**config.mk**
```make
export PLATFORM = sky130hd
export DESIGN_NAME = keypad_digit_latch
export DESIGN_NICKNAME = d
export VERILOG_FILES = /design/src/rtl/keypad_pkg.sv /design/src/rtl/key_decoder.sv /design/src/rtl/keypad_digit_latch.sv
export SDC_FILE = /design/constraint.sdc
export NUM_CORES = 1
export LEC_CHECK = 0
export CAP_MARGIN = 20
export CORE_MARGIN = 2
export CORE_UTILIZATION = 45
export DETAILED_ROUTE_END_ITERATION = 7
export PLACE_DENSITY = 0.69
export SKIP_CTS_REPAIR_TIMING = 1
export SYNTH_ARGS = -nofsm -noshare
export SYNTH_HDL_FRONTEND = slang
export SYNTH_SLANG_ARGS = --single-unit
```
**constraint.sdc**
```tcl
create_clock -name clk -period 5.2 [get_ports clk]
set_input_delay 0.52 -clock clk [delete_from_list [all_inputs] [get_ports clk]]
set_output_delay 0.52 -clock clk [all_outputs]
set_load 0.02 [all_outputs]
```
**src/rtl/keypad_pkg.sv**
```systemverilog
// Shared types, key map and line-index helpers for the keypad digit latch.
package keypad_pkg;

    localparam int unsigned CODE_W  = 8;
    localparam int unsigned DIGIT_W = 4;
    localparam int unsigned LINE_W  = 4;

    typedef enum logic [1:0] {
        IDLE   = 2'd0,
        CHECK  = 2'd1,
        COMMIT = 2'd2,
        HOLD   = 2'd3
    } latch_state_t;

    // Row-major key map; element 15 is row 1 / column 1.
    localparam logic [15:0][DIGIT_W-1:0] KEY_MAP = {
        4'h1, 4'h2, 4'h3, 4'hA,
        4'h4, 4'h5, 4'h6, 4'hB,
        4'h7, 4'h8, 4'h9, 4'hC,
        4'hE, 4'h0, 4'hF, 4'hD
    };

    function automatic logic is_one_hot(input logic [LINE_W-1:0] v);
        return (v != 4'd0) && ((v & (v - 4'd1)) == 4'd0);
    endfunction

    // Line 1 sits on bit 3, so the index counts down from the MSB.
    function automatic logic [1:0] line_index(input logic [LINE_W-1:0] v);
        logic [1:0] idx;
        if (v[3])      idx = 2'd0;
        else if (v[2]) idx = 2'd1;
        else if (v[1]) idx = 2'd2;
        else           idx = 2'd3;
        return idx;
    endfunction

    function automatic logic [DIGIT_W-1:0] key_at(input logic [1:0] row, input logic [1:0] col);
        return KEY_MAP[~{row, col}];
    endfunction

endpackage

```
**src/rtl/key_decoder.sv**
```systemverilog
// Combinational {rows, columns_n} key code to hex digit decode with validity flag.
module key_decoder
    import keypad_pkg::*;
(
    input  logic [CODE_W-1:0]  code,
    output logic               valid_c,
    output logic [DIGIT_W-1:0] digit_c
);

    logic [LINE_W-1:0] rows;
    logic [LINE_W-1:0] cols_hot;

    always_comb begin
        rows     = code[7:4];
        cols_hot = ~code[3:0];
        valid_c  = is_one_hot(rows) && is_one_hot(cols_hot);
        digit_c  = key_at(line_index(rows), line_index(cols_hot));
    end

endmodule

```
**src/rtl/keypad_digit_latch.sv**
```systemverilog
// Debounces scanner key candidates and commits one digit per press into a
// two-deep newest/previous digit history.
module keypad_digit_latch
    import keypad_pkg::*;
#(
    parameter int unsigned DEBOUNCE_CYCLES = 16
) (
    input  logic               clk,
    input  logic               reset,
    input  logic               enable,
    input  logic [CODE_W-1:0]  total_val,
    input  logic               key_pressed,
    output logic [DIGIT_W-1:0] digit_new,
    output logic [DIGIT_W-1:0] digit_old,
    output logic               new_digit,
    output logic               bad_key
);

    localparam int unsigned      CNT_W    = $clog2(DEBOUNCE_CYCLES + 1);
    localparam logic [CNT_W-1:0] CNT_LAST = CNT_W'(DEBOUNCE_CYCLES - 1);

    latch_state_t       state_q, state_d;
    logic [CNT_W-1:0]   cnt_q, cnt_d;
    logic [CODE_W-1:0]  cand_q, cand_d;
    logic [DIGIT_W-1:0] digit_new_d, digit_old_d;
    logic               new_digit_d, bad_key_d;
    logic               in_valid;
    logic [DIGIT_W-1:0] in_digit;
    logic               cand_valid;
    logic [DIGIT_W-1:0] cand_digit;

    key_decoder u_in_dec (
        .code    (total_val),
        .valid_c (in_valid),
        .digit_c (in_digit)
    );

    key_decoder u_cand_dec (
        .code    (cand_q),
        .valid_c (cand_valid),
        .digit_c (cand_digit)
    );

    // Next-state, counter and digit history update.
    always_comb begin
        state_d     = state_q;
        cnt_d       = cnt_q;
        cand_d      = cand_q;
        digit_new_d = digit_new;
        digit_old_d = digit_old;
        bad_key_d   = 1'b0;
        unique case (state_q)
            IDLE: begin
                if (enable) begin
                    if (in_valid) begin
                        cand_d  = total_val;
                        cnt_d   = '0;
                        state_d = CHECK;
                    end else begin
                        bad_key_d = 1'b1;
                    end
                end
            end
            CHECK: begin
                // Release or a changed code aborts, even on the final count.
                if (!key_pressed || (total_val != cand_q)) begin
                    state_d = IDLE;
                end else if (cnt_q == CNT_LAST) begin
                    state_d     = COMMIT;
                    digit_old_d = digit_new;
                    digit_new_d = cand_digit;
                end else begin
                    cnt_d = cnt_q + CNT_W'(1);
                end
            end
            COMMIT: state_d = HOLD;
            HOLD: begin
                if (!key_pressed) state_d = IDLE;
            end
            default: state_d = IDLE;
        endcase
        new_digit_d = (state_d == COMMIT);
    end

    always_ff @(posedge clk or negedge reset) begin
        if (!reset) begin
            state_q   <= IDLE;
            cnt_q     <= '0;
            cand_q    <= '0;
            digit_new <= '0;
            digit_old <= '0;
            new_digit <= 1'b0;
            bad_key   <= 1'b0;
        end else begin
            state_q   <= state_d;
            cnt_q     <= cnt_d;
            cand_q    <= cand_d;
            digit_new <= digit_new_d;
            digit_old <= digit_old_d;
            new_digit <= new_digit_d;
            bad_key   <= bad_key_d;
        end
    end

endmodule
```
==> reports/metrics.csv, run 1 <==
metric;value;unit
die_h;59.8;um
critical-path-max-stage-delay;500;ps
drtAntennaViolNets;0;
critPathKind;in -> reg;
p_sw;164;uW
cts_buffer_depth;2;
ys.flop_type;dfrtp_1;
fin_skew;6.32;ps
p_int;311;uW
drv_cap;0;
clkSinkCount;25;
placed_area;0.00161;sq mm
p_leak;0.000825;uW
hold_viol;0;
crit_required;5460;ps
ys_types;41;
synth_edf_count;0;
grt_start_max_net_pins;26;
routedWlPerCell;13.1;um
power.total;475;uW
cp_max_fo;13;
overflow;0;
drc;0;
pwr_density_cell;284;mW/mm^2
fp.coreArea;0.00300;sq mm
finalCritPeriodShare;0.460;
dieWidth;59.8;um
ys_async_sr_fraction;1.00;
yosysWarnings;0;
synth_nets;153;
grt_pass1_wl;4.06;mm
avgViaCountPerCell;5.43;
initial_utilization;0.467;
ys_seq_area_frac;0.446;
port_buffers;21;
pwr-share-seq;0.528;
cts_tree;yes;
place_congestion;0.790;
rsz0062_at_grt;no;
clk_pin_slew;140;ps
placementRows;20;
critPathArrivalTime;2650;ps
worst_slew_pin_slew;519;ps
nets;174;
switching_share;0.345;
grt_usage;0.152;
period_minus_slack;2390;ps
die_area;0.00358;sq mm
crit_buf_inv;1;
antenna_found_initial;0;
final_util;0.556;
cts_inserted_buffers;3;
synth.most_common_cell;dfrtp_1;
slowest_stage;clkdlybuf4s50_1;
hp-class;in -> async;
setup_viol;0;
io-pin-count;22;
htreeDepth;1;
grt_pass1_vias;911;
layout-drive-gt1-share;0.103;
place_hpwl;1.93;mm
yosysTopAreaCell;dfrtp_1;
clock.fmax;418;MHz
synth_top_area_frac;0.446;
cp-start-kind;primary input;
max-slew-margin-rel;0.650;
fin_area;0.00167;sq mm
cts_root_buf;clkbuf_4;
status;completed;
crit_family;simple AND/OR/NAND/NOR gates;
maxSlewViolCount;0;
ys_ff_latch;25;
routed-via-count;1021;
clk-insertion-delay-late;310;ps
synth_area_leaders;dfrtp_1 45%, xor2_1 6.2%, ha_1 5.4%;
syn-cell-area;0.00140;sq mm
drt-total-wl;2.47;mm
p_clk_frac;0.180;
diodes;0;
hold_ws;464;ps
end_kind;flop;
peakVddDrop;0.000179;V
syn_inst;135;
synth_common_cells;25 x dfrtp_1, 20 x nand2_1, 10 x xor2_1, 9 x inv_1;
initialDrtViolationCount;15;
finalSetupTns;0;ps
dr.pass1.iters;4;
cp_cell_sequence;clkdlybuf4s50_1, xor2_1, nor4_4, nand4_1, a221oi_1, a21o_1;
area_delta_synth_final;19.0;%
power.share.combinational;0.292;
synth_area_per_cell;10.4;sq um
power groups by stage:
stage	clock [uW]	sequential [uW]	combinational [uW]
after floorplan	0	233	128
after global placement	0	253	132
after detailed placement	0	254	137
after CTS	88.4	250	138
after global routing	98.3	256	156
final	85.5	251	139
worst paths after layout:
path                                    from            to  slack [ps]  cells past startpoint
min in group clk                digit_old[1]  digit_old[1]         490                      2
worst max register to register     cand_q[7]  digit_new[1]        3090                      5
worst min-delay path                   reset  digit_old[1]         460                      1
worst max-delay path            total_val[4]  digit_new[1]        2810                      6
worst min register to register  digit_old[1]  digit_old[1]         490                      2
max in group asynchronous              reset  digit_new[1]        4320                      2
registers in the layout (all words and copies together) (netlist names):
name and flops:
cnt_q 5, cand_q 8, bad_key 1, new_digit 1
digit_old 4, digit_new 4, state_q 2
layer usage:
| layer | track usage | routed length, um | up-vias |
|---|---|---|---|
| met5 | 0 | 0 | - |
| met2 | 0.262 | 1240 | 21 |
| met1 | 0.191 | 1110 | 486 |
| met4 | 0.0476 | 17 | 0 |
| li1 | - | - | 512 |
| met3 | 0.0260 | 106 | 2 |
kinds of logic (layout without fill, tap and decap cells):
group,after synthesis,in the layout,synth area share
XOR/XNOR,11,11,0.0687
adder cells (fa/ha/maj),6,6,0.0535
AO/OA/AOI/OAI,23,23,0.110
multiplexers,8,8,0.0642
buffers and inverters,15,35,0.0526
flip-flops,25,25,0.446
AND/OR/NAND/NOR,47,47,0.205
layout make-up:
type	count	area, sq um
Clock buffer	3	22.5
Clock inverter	1	5.00
Fill cell	286	1330
Inverter	9	33.8
Multi-Input combinational cell	95	703
Sequential cell	25	626
Tap cell	33	41.3
Timing Repair Buffer	22	238
through the flow:
stage	worst slack [ps]	instances
after detailed placement	2470	183
after floorplan	3380	135
after CTS	2800	187
final	2810	188
after global placement	2570	183
after global routing	2600	188
placed cells by master, fill, tap and decap left out, drive strengths merged, types with 2 or more instances in the layout:
cell type / instances
a211oi: 2
ha: 6
nor2: 4
o21ai: 6
nor2b: 2
dfrtp: 25
clkdlybuf4s50: 21
or3: 2
and2: 2
nor4b: 2
xor2: 10
and4b: 2
inv: 9
clkbuf: 3
nand4: 2
nand2: 20
nand3: 2
a21oi: 5
mux2: 8
nor3: 4
Note: power is estimated with default switching activity, not from simulation.
==> run 2, diff against run 1 <==
- PLACE_DENSITY: 0.69 -> 0.71
- clock period: 5.2 -> 2.1 ns (I/O delays scaled with it)
==> reports/metrics.csv, run 2 (synthesis results as in run 1) <==
metric;value;unit
dr.pass1.iters;4;
fp.coreArea;0.00300;sq mm
grt_pass1_wl;4.46;mm
critPathKind;reg -> reg;
clkSinkCount;25;
io-pin-count;22;
max-slew-margin-rel;0.722;
drv_cap;0;
hp-class;in -> async;
clock.fmax;529;MHz
layout-drive-gt1-share;0.157;
clk-insertion-delay-late;310;ps
initial_utilization;0.467;
top_regs;cand_q (8), cnt_q (5);
dieWidth;59.8;um
final_common_cell;dfrtp_1;
power.total;1230;uW
pwr_density_cell;709;mW/mm^2
crit_required;2350;ps
avgViaCountPerCell;5.41;
drc;0;
worst_slew_pin_slew;406;ps
fin_cells;199;
fin_skew;0.899;ps
cp-start-kind;flop;
cts_root_buf;clkbuf_4;
seqCellArea;626;sq um
routed-via-count;1076;
htreeDepth;1;
maxSlewViolCount;0;
grt_usage;0.170;
cts_tree;yes;
die_area;0.00358;sq mm
clk_pin_slew;130;ps
cp_max_fo;10;
placementRows;20;
initialDrtViolationCount;23;
place_congestion;0.775;
diodes;0;
place_hpwl;2.06;mm
placed_area;0.00170;sq mm
peakVddDrop;0.000385;V
drtAntennaViolNets;0;
status;completed;
grt_start_max_net_pins;26;
multi_input_comb_area;703;sq um
cts_inserted_buffers;3;
period_minus_slack;1890;ps
fillers;274;
regMostFlops;cand_q;
critPathArrivalTime;2140;ps
antenna_found_initial;0;
finalCritPeriodShare;0.899;
drt-total-wl;2.63;mm
largest_register_ffs;8;
r2r_cells;6;
rsz0062_at_grt;no;
nets;185;
hold_viol;0;
cts_buffer_depth;2;
overflow;0;
area_delta_synth_final;23.4;%
mostFrequentLayoutCells;25 x dfrtp_1, 21 x clkdlybuf4s50_1, 20 x nand2_1;
routedWlPerCell;13.2;um
dp.cells;195;
end_kind;flop;
finalSetupTns;0;ps
fin_area;0.00173;sq mm
port_buffers;21;
die_h;59.8;um
grt_pass1_vias;1050;
setup_viol;0;
p_leak;0.000866;uW
## run 2: cell types whose count changed in the layout (fill, tap and decap cells not counted), sizes merged
cell	change
clkinv	-1
clkbuf	+1
buf	+11
## run 2: per-stage QoR
step           worst slack (ps)  hold WS, ps   util
6_report                    211          242  0.576
5_1_grt                    67.6          249  0.576
4_1_cts                     208          246  0.576
3_5_place_dp               -102          453  0.568
3_3_place_gp              -53.6          449  0.568
2_1_floorplan               393        -85.6      -
## run 2: final timing paths
check,start,end,slack [ps]
setup / recovery,cand_q[7],cnt_q[3],210
hold / removal,reset,digit_old[2],240
setup reg to reg,cand_q[7],cnt_q[3],210
hold reg to reg,digit_old[2],digit_old[2],480
max in group asynchronous,reset,cand_q[7],1620
min in group clk,enable,bad_key,470
## run 2: where the power goes
part	switching (uW)	total (uW)	internal (uW)
sequential	85.7	622	536
clock	138	213	74.3
combinational	201	391	191
## run 2: layout make-up
class / count / share of cell area
clock buffers: 4 / 0.0152
inverters: 9 / 0.0195
multi-input cells: 95 / 0.406
flip-flops and latches: 25 / 0.362
well taps: 33 / 0.0239
repair buffers: 33 / 0.174
## run 2: layer usage
metal  global-route usage  part of all wire  up-vias
met2                0.293              0.51       32
met5                    0                 0        -
met4               0.0889             0.023        0
li1                     -                 -      541
met1                0.198              0.42      496
met3               0.0346             0.051        7
## run 2: worst max-delay path: stages (launching register included)
cell and delay (ps):
dfrtp_1 510, xor2_1 210, nor4_4 270, buf_4 180, nand4b_4 140, or3_1 370, a21boi_1 140
==> run 3, diff against run 2 <==
- DONT_BUFFER_PORTS: default -> 1
- PLACE_DENSITY: 0.71 -> default
- SETUP_SLACK_MARGIN: default -> 0.5
==> reports/metrics.csv, run 3 (synthesis results as in run 1) <==
metric;value;unit
status;completed;
placementRows;20;
crit_required;2370;ps
final_util;0.548;
regMostFlops;cand_q;
fin_ws;355;ps
initialDrtViolationCount;39;
cp-start-kind;flop;
area_delta_synth_final;17.3;%
pwr_density_cell;755;mW/mm^2
maxSlewViolCount;0;
drc;0;
drt-total-wl;2.76;mm
antenna_found_initial;0;
fp.coreArea;0.00300;sq mm
dpl_worst_slack;305;ps
setup_viol;0;
layout-drive-gt1-share;0.270;
mostFrequentLayoutCells;23 x dfrtp_1, 20 x nand2_1, 9 x inv_1, 9 x buf_4, 8 x xor2_1;
diodes;0;
routedWlPerCell;15.2;um
cts_inserted_buffers;3;
dieWidth;59.8;um
top_regs;cand_q (8), cnt_q (5);
place_congestion;0.771;
io-pin-count;22;
dp.cells;164;
final_common_cell;dfrtp_1;
critical-path-max-stage-delay;420;ps
seqCellArea;628;sq um
finalSetupTns;0;ps
topRoutingLayerUsed;met4;
period_minus_slack;1750;ps
slowest_stage;dfrtp_1;
p_leak;0.000812;uW
crit_buf_inv;0;
routed-via-count;1016;
cp_max_fo;5;
dr.pass1.iters;4;
hold_viol;0;
largest_register_ffs;8;
rsz0062_at_grt;yes;
grt_usage;0.157;
wl_met1;1.28;mm
finalCritPeriodShare;0.831;
nets;167;
multi_input_comb_area;782;sq um
clkSinkCount;25;
peakVddDrop;0.000486;V
port_buffers;0;
crit_family;simple AND/OR/NAND/NOR gates;
worst_slew_pin_slew;439;ps
dr_wl_met2;1.33;mm
clk-insertion-delay-late;320;ps
grt_pass1_vias;943;
htreeDepth;1;
critPathKind;reg -> reg;
drtAntennaViolNets;0;
initial_utilization;0.467;
die_h;59.8;um
cts_buffer_depth;2;
cts_root_buf;clkbuf_4;
fillers;264;
die_area;0.00358;sq mm
max-slew-margin-rel;0.705;
fin_cells;181;
cts_tree;yes;
place_hpwl;1.90;mm
grt_pass1_wl;4.21;mm
clk_pin_slew;140;ps
critPathArrivalTime;2010;ps
clock.fmax;573;MHz
end_kind;flop;
drv_cap;0;
hp-class;in -> reg;
overflow;0;
wl_met3;121;um
power.total;1240;uW
fin_skew;9.00;ps
cp_cell_sequence;ha_2, and3_1, ha_4, nand4b_4, or3_1, a21boi_2;
grt_start_max_net_pins;26;
avgViaCountPerCell;5.61;
-- run 3: routing by layer --
layer,vias to the layer above,GRT usage
met2,25,0.241
li1,494,-
met4,0,0.0730
met1,493,0.205
met5,-,0
met3,4,0.0433
-- run 3: worst register-to-register path: stages (launching register included) --
cell and delay (ps):
dfrtp_1 420, ha_2 190, and3_1 210, ha_4 180
nand4b_4 190, or3_1 350, a21boi_2 140
-- run 3: layout make-up --
type / count / area share
clock buffers: 4 / 0.0160
multi-input cells: 95 / 0.475
inverters: 9 / 0.0205
flip-flops and latches: 25 / 0.382
repair buffers: 15 / 0.0814
well taps: 33 / 0.0251
-- run 3: report_power, final --
group          total [uW]  switching [uW]  leakage (uW)  internal (uW)
clock                 219             144     0.0000150           74.5
combinational         402             219      0.000471            183
sequential            622            82.2      0.000326            540
-- run 3: final timing paths --
check	start	to	slack (ps)	cells after the start
worst max-delay path	cnt_q[0]	cnt_q[3]	350	6
worst min-delay path	enable	bad_key	10	1
worst max register to register	cnt_q[0]	cnt_q[3]	350	6
worst min register to register	cnt_q[4]	cnt_q[4]	540	1
max in group asynchronous	reset	cand_q[7]	1630	2
min in group asynchronous	reset	cnt_q[4]	300	2
-- run 3: per-stage QoR --
step | hold slack [ps] | cell area, sq um
after floorplan | -85.6 | 1420
after global placement | -85.1 | 1430
after detailed placement | -85.0 | 1430
after CTS | -454 | 1460
after global routing | -1.80 | 1650
final | 12.2 | 1650
==> RTL edit, RTL diff (config.mk and constraints of run 2) <==
The 4 states of `latch_state_t` get a one-hot encoding in 4 bits.
--- a/src/rtl/keypad_pkg.sv
+++ b/src/rtl/keypad_pkg.sv
@@ -7,7 +7,7 @@
 
-    typedef enum logic [1:0] {
-        IDLE   = 2'd0,
-        CHECK  = 2'd1,
-        COMMIT = 2'd2,
-        HOLD   = 2'd3
+    typedef enum logic [3:0] {
+        IDLE   = 4'b0001,
+        CHECK  = 4'b0010,
+        COMMIT = 4'b0100,
+        HOLD   = 4'b1000
     } latch_state_t;
Check against the original RTL: no difference found for any inputs over 10 cycles, from zero or initial values and one cycle with reset low; not proved beyond that.
==> RTL edit against run 2 <==
- count of clock-buffer cells in the layout unchanged
- wire length grew 30%
- critical path depth decreased by 1
- sequential cell count grew 2
- setup slack got worse by 0.14 ns
- synthesized area is 17% higher
- final area is 21% higher
- total power increased by 34%
- worst hold slack worse by 0.0090 ns
- largest cell class unchanged
==> RTL edit: results (changes against run 2) <==
- Reg clk slew, reported paths: 0.15 ns (was 0.13 ns)
- Post-DR vias/cell: 5.53 (was 5.41)
- Synth cell types: 37 (was 41)
- Worst-Skew Late Latency: 0.33 ns (was 0.31 ns)
- Final Util: 0.614 (was 0.576)
- R2R setup slack: 0.08 ns (was 0.21 ns)
- Net Count, Synth: 166 (was 153)
- Rel. slew slack: 0.769 (was 0.722)
- Fill cells: 302 (was 274)
- Placer congestion estimate: 0.828 (was 0.775)
- Crit-path max FO: 9 (was 10)
- Status: complete, no violations (unchanged)
- Placement Cell Area: 2050 sq um (was 1700 sq um)
- Most instantiated cells after synthesis: dfrtp_1 (26), mux2_2 (17), inv_1 (9), xnor2_1 (9) (was dfrtp_1 (25), nand2_1 (20), xor2_1 (10))
- GRT Overall Usage: 0.172 (was 0.170)
- Share of layout cells above drive strength 1: 0.304 (was 0.157)
- First-pass GRT wire length: 5.60 mm (was 4.46 mm)
- CP startpoint: state_q[0] (was cand_q[7])
- Vias in the first global route: 1256 (was 1050)
- Largest net degree at the start of global routing: 28 (was 26)
- Reg2reg path depth: 5 (was 6)
- VDD IR max: 0.315 mV (was 0.385 mV)
- Sequential-to-total area share from yosys stat: 0.413 (was 0.446)
- Routed len/inst: 14.3 um (was 13.2 um)
- FF-to-FF End: cand_q[7] (was cnt_q[3])
- Leakage power: 0.907 nW (was 0.866 nW)
- Clock skew: 0.00736 ns (was 0.000899 ns)
- Area contributors post-synth: dfrtp_1 (40%), mux2_2 (12%), xnor2_1 (4.8%) (was dfrtp_1 (45%), xor2_1 (6.2%), ha_1 (5.4%))
- Syn_area_per_cell: 11.0 sq um (was 10.4 sq um)
- Dpl hpwl: 2.57 mm (was 2.06 mm)
- 1st-iter DRT viols: 62 (was 23)
-- RTL edit: changes by cell type in the layout (fill, tap and decap cells not counted), moves of 5 or more --
cell             run 2  this run
o21ai_0              6         0
o41ai_1              0         7
mux2_2               5        17
nand2_1             20         7
buf_4               12        25
nand2b_1             0         5
xor2_1              10         0
xnor2_1              1         9
mux2i_1              0         6
-- RTL edit: logic make-up after synthesis --
kind of cell,count (synthesis),share of synthesized area
buffers and inverters,15,0.0595
multiplexers,23,0.153
AO/OA/AOI/OAI,21,0.0984
AND/OR/NAND/NOR,49,0.190
flip-flops,27,0.413
XOR/XNOR,9,0.0481
adder cells (fa/ha/maj),5,0.0381
-- RTL edit: cell type report --
| type | instances | area share |
|---|---|---|
| Inverter | 9 | 0.0161 |
| Sequential cell | 27 | 0.323 |
| Multi-Input combinational cell | 107 | 0.426 |
| Tap cell | 46 | 0.0275 |
| Timing Repair Buffer | 47 | 0.195 |
| Clock buffer | 4 | 0.0125 |
-- RTL edit: worst min-delay path by stage --
stage                  from            to  slack, ns  cells after the start
2_1_floorplan         reset       bad_key      -0.09                      0
3_3_place_gp   digit_old[3]  digit_old[3]       0.49                      1
3_5_place_dp   digit_old[3]  digit_old[3]       0.50                      1
4_1_cts               reset    state_q[3]       0.24                      2
5_1_grt               reset    state_q[3]       0.24                      2
6_report              reset    state_q[3]       0.23                      2
-- RTL edit: worst max-delay path, cell delays in order, from the launching register on --
cell and delay [ns]:
dfstp_2 0.62, nand2b_4 0.07, or4_4 0.44, nor4_4 0.27, buf_6 0.18, mux2_2 0.34
-- RTL edit: routing by layer --
metal | wire length (um) | track usage
met5 | 0 | 0
met4 | 60 | 0.0745
met3 | 114 | 0.0211
met2 | 1700 | 0.298
met1 | 1550 | 0.215
-- RTL edit: stage by stage --
stage	instances	setup slack, ns
after CTS	240	-0.0154
after global routing	240	0.0212
after detailed placement	236	-0.117
final	240	0.0758
after floorplan	149	-0.0264
after global placement	236	-0.0439
-- RTL edit: power breakdown --
part	switching [mW]	total [mW]	leakage, nW	internal [mW]
clock network	0.161	0.235	0.0150	0.0745
logic	0.321	0.682	0.536	0.361
registers	0.118	0.725	0.356	0.607
total	0.600	1.64	0.907	1.04
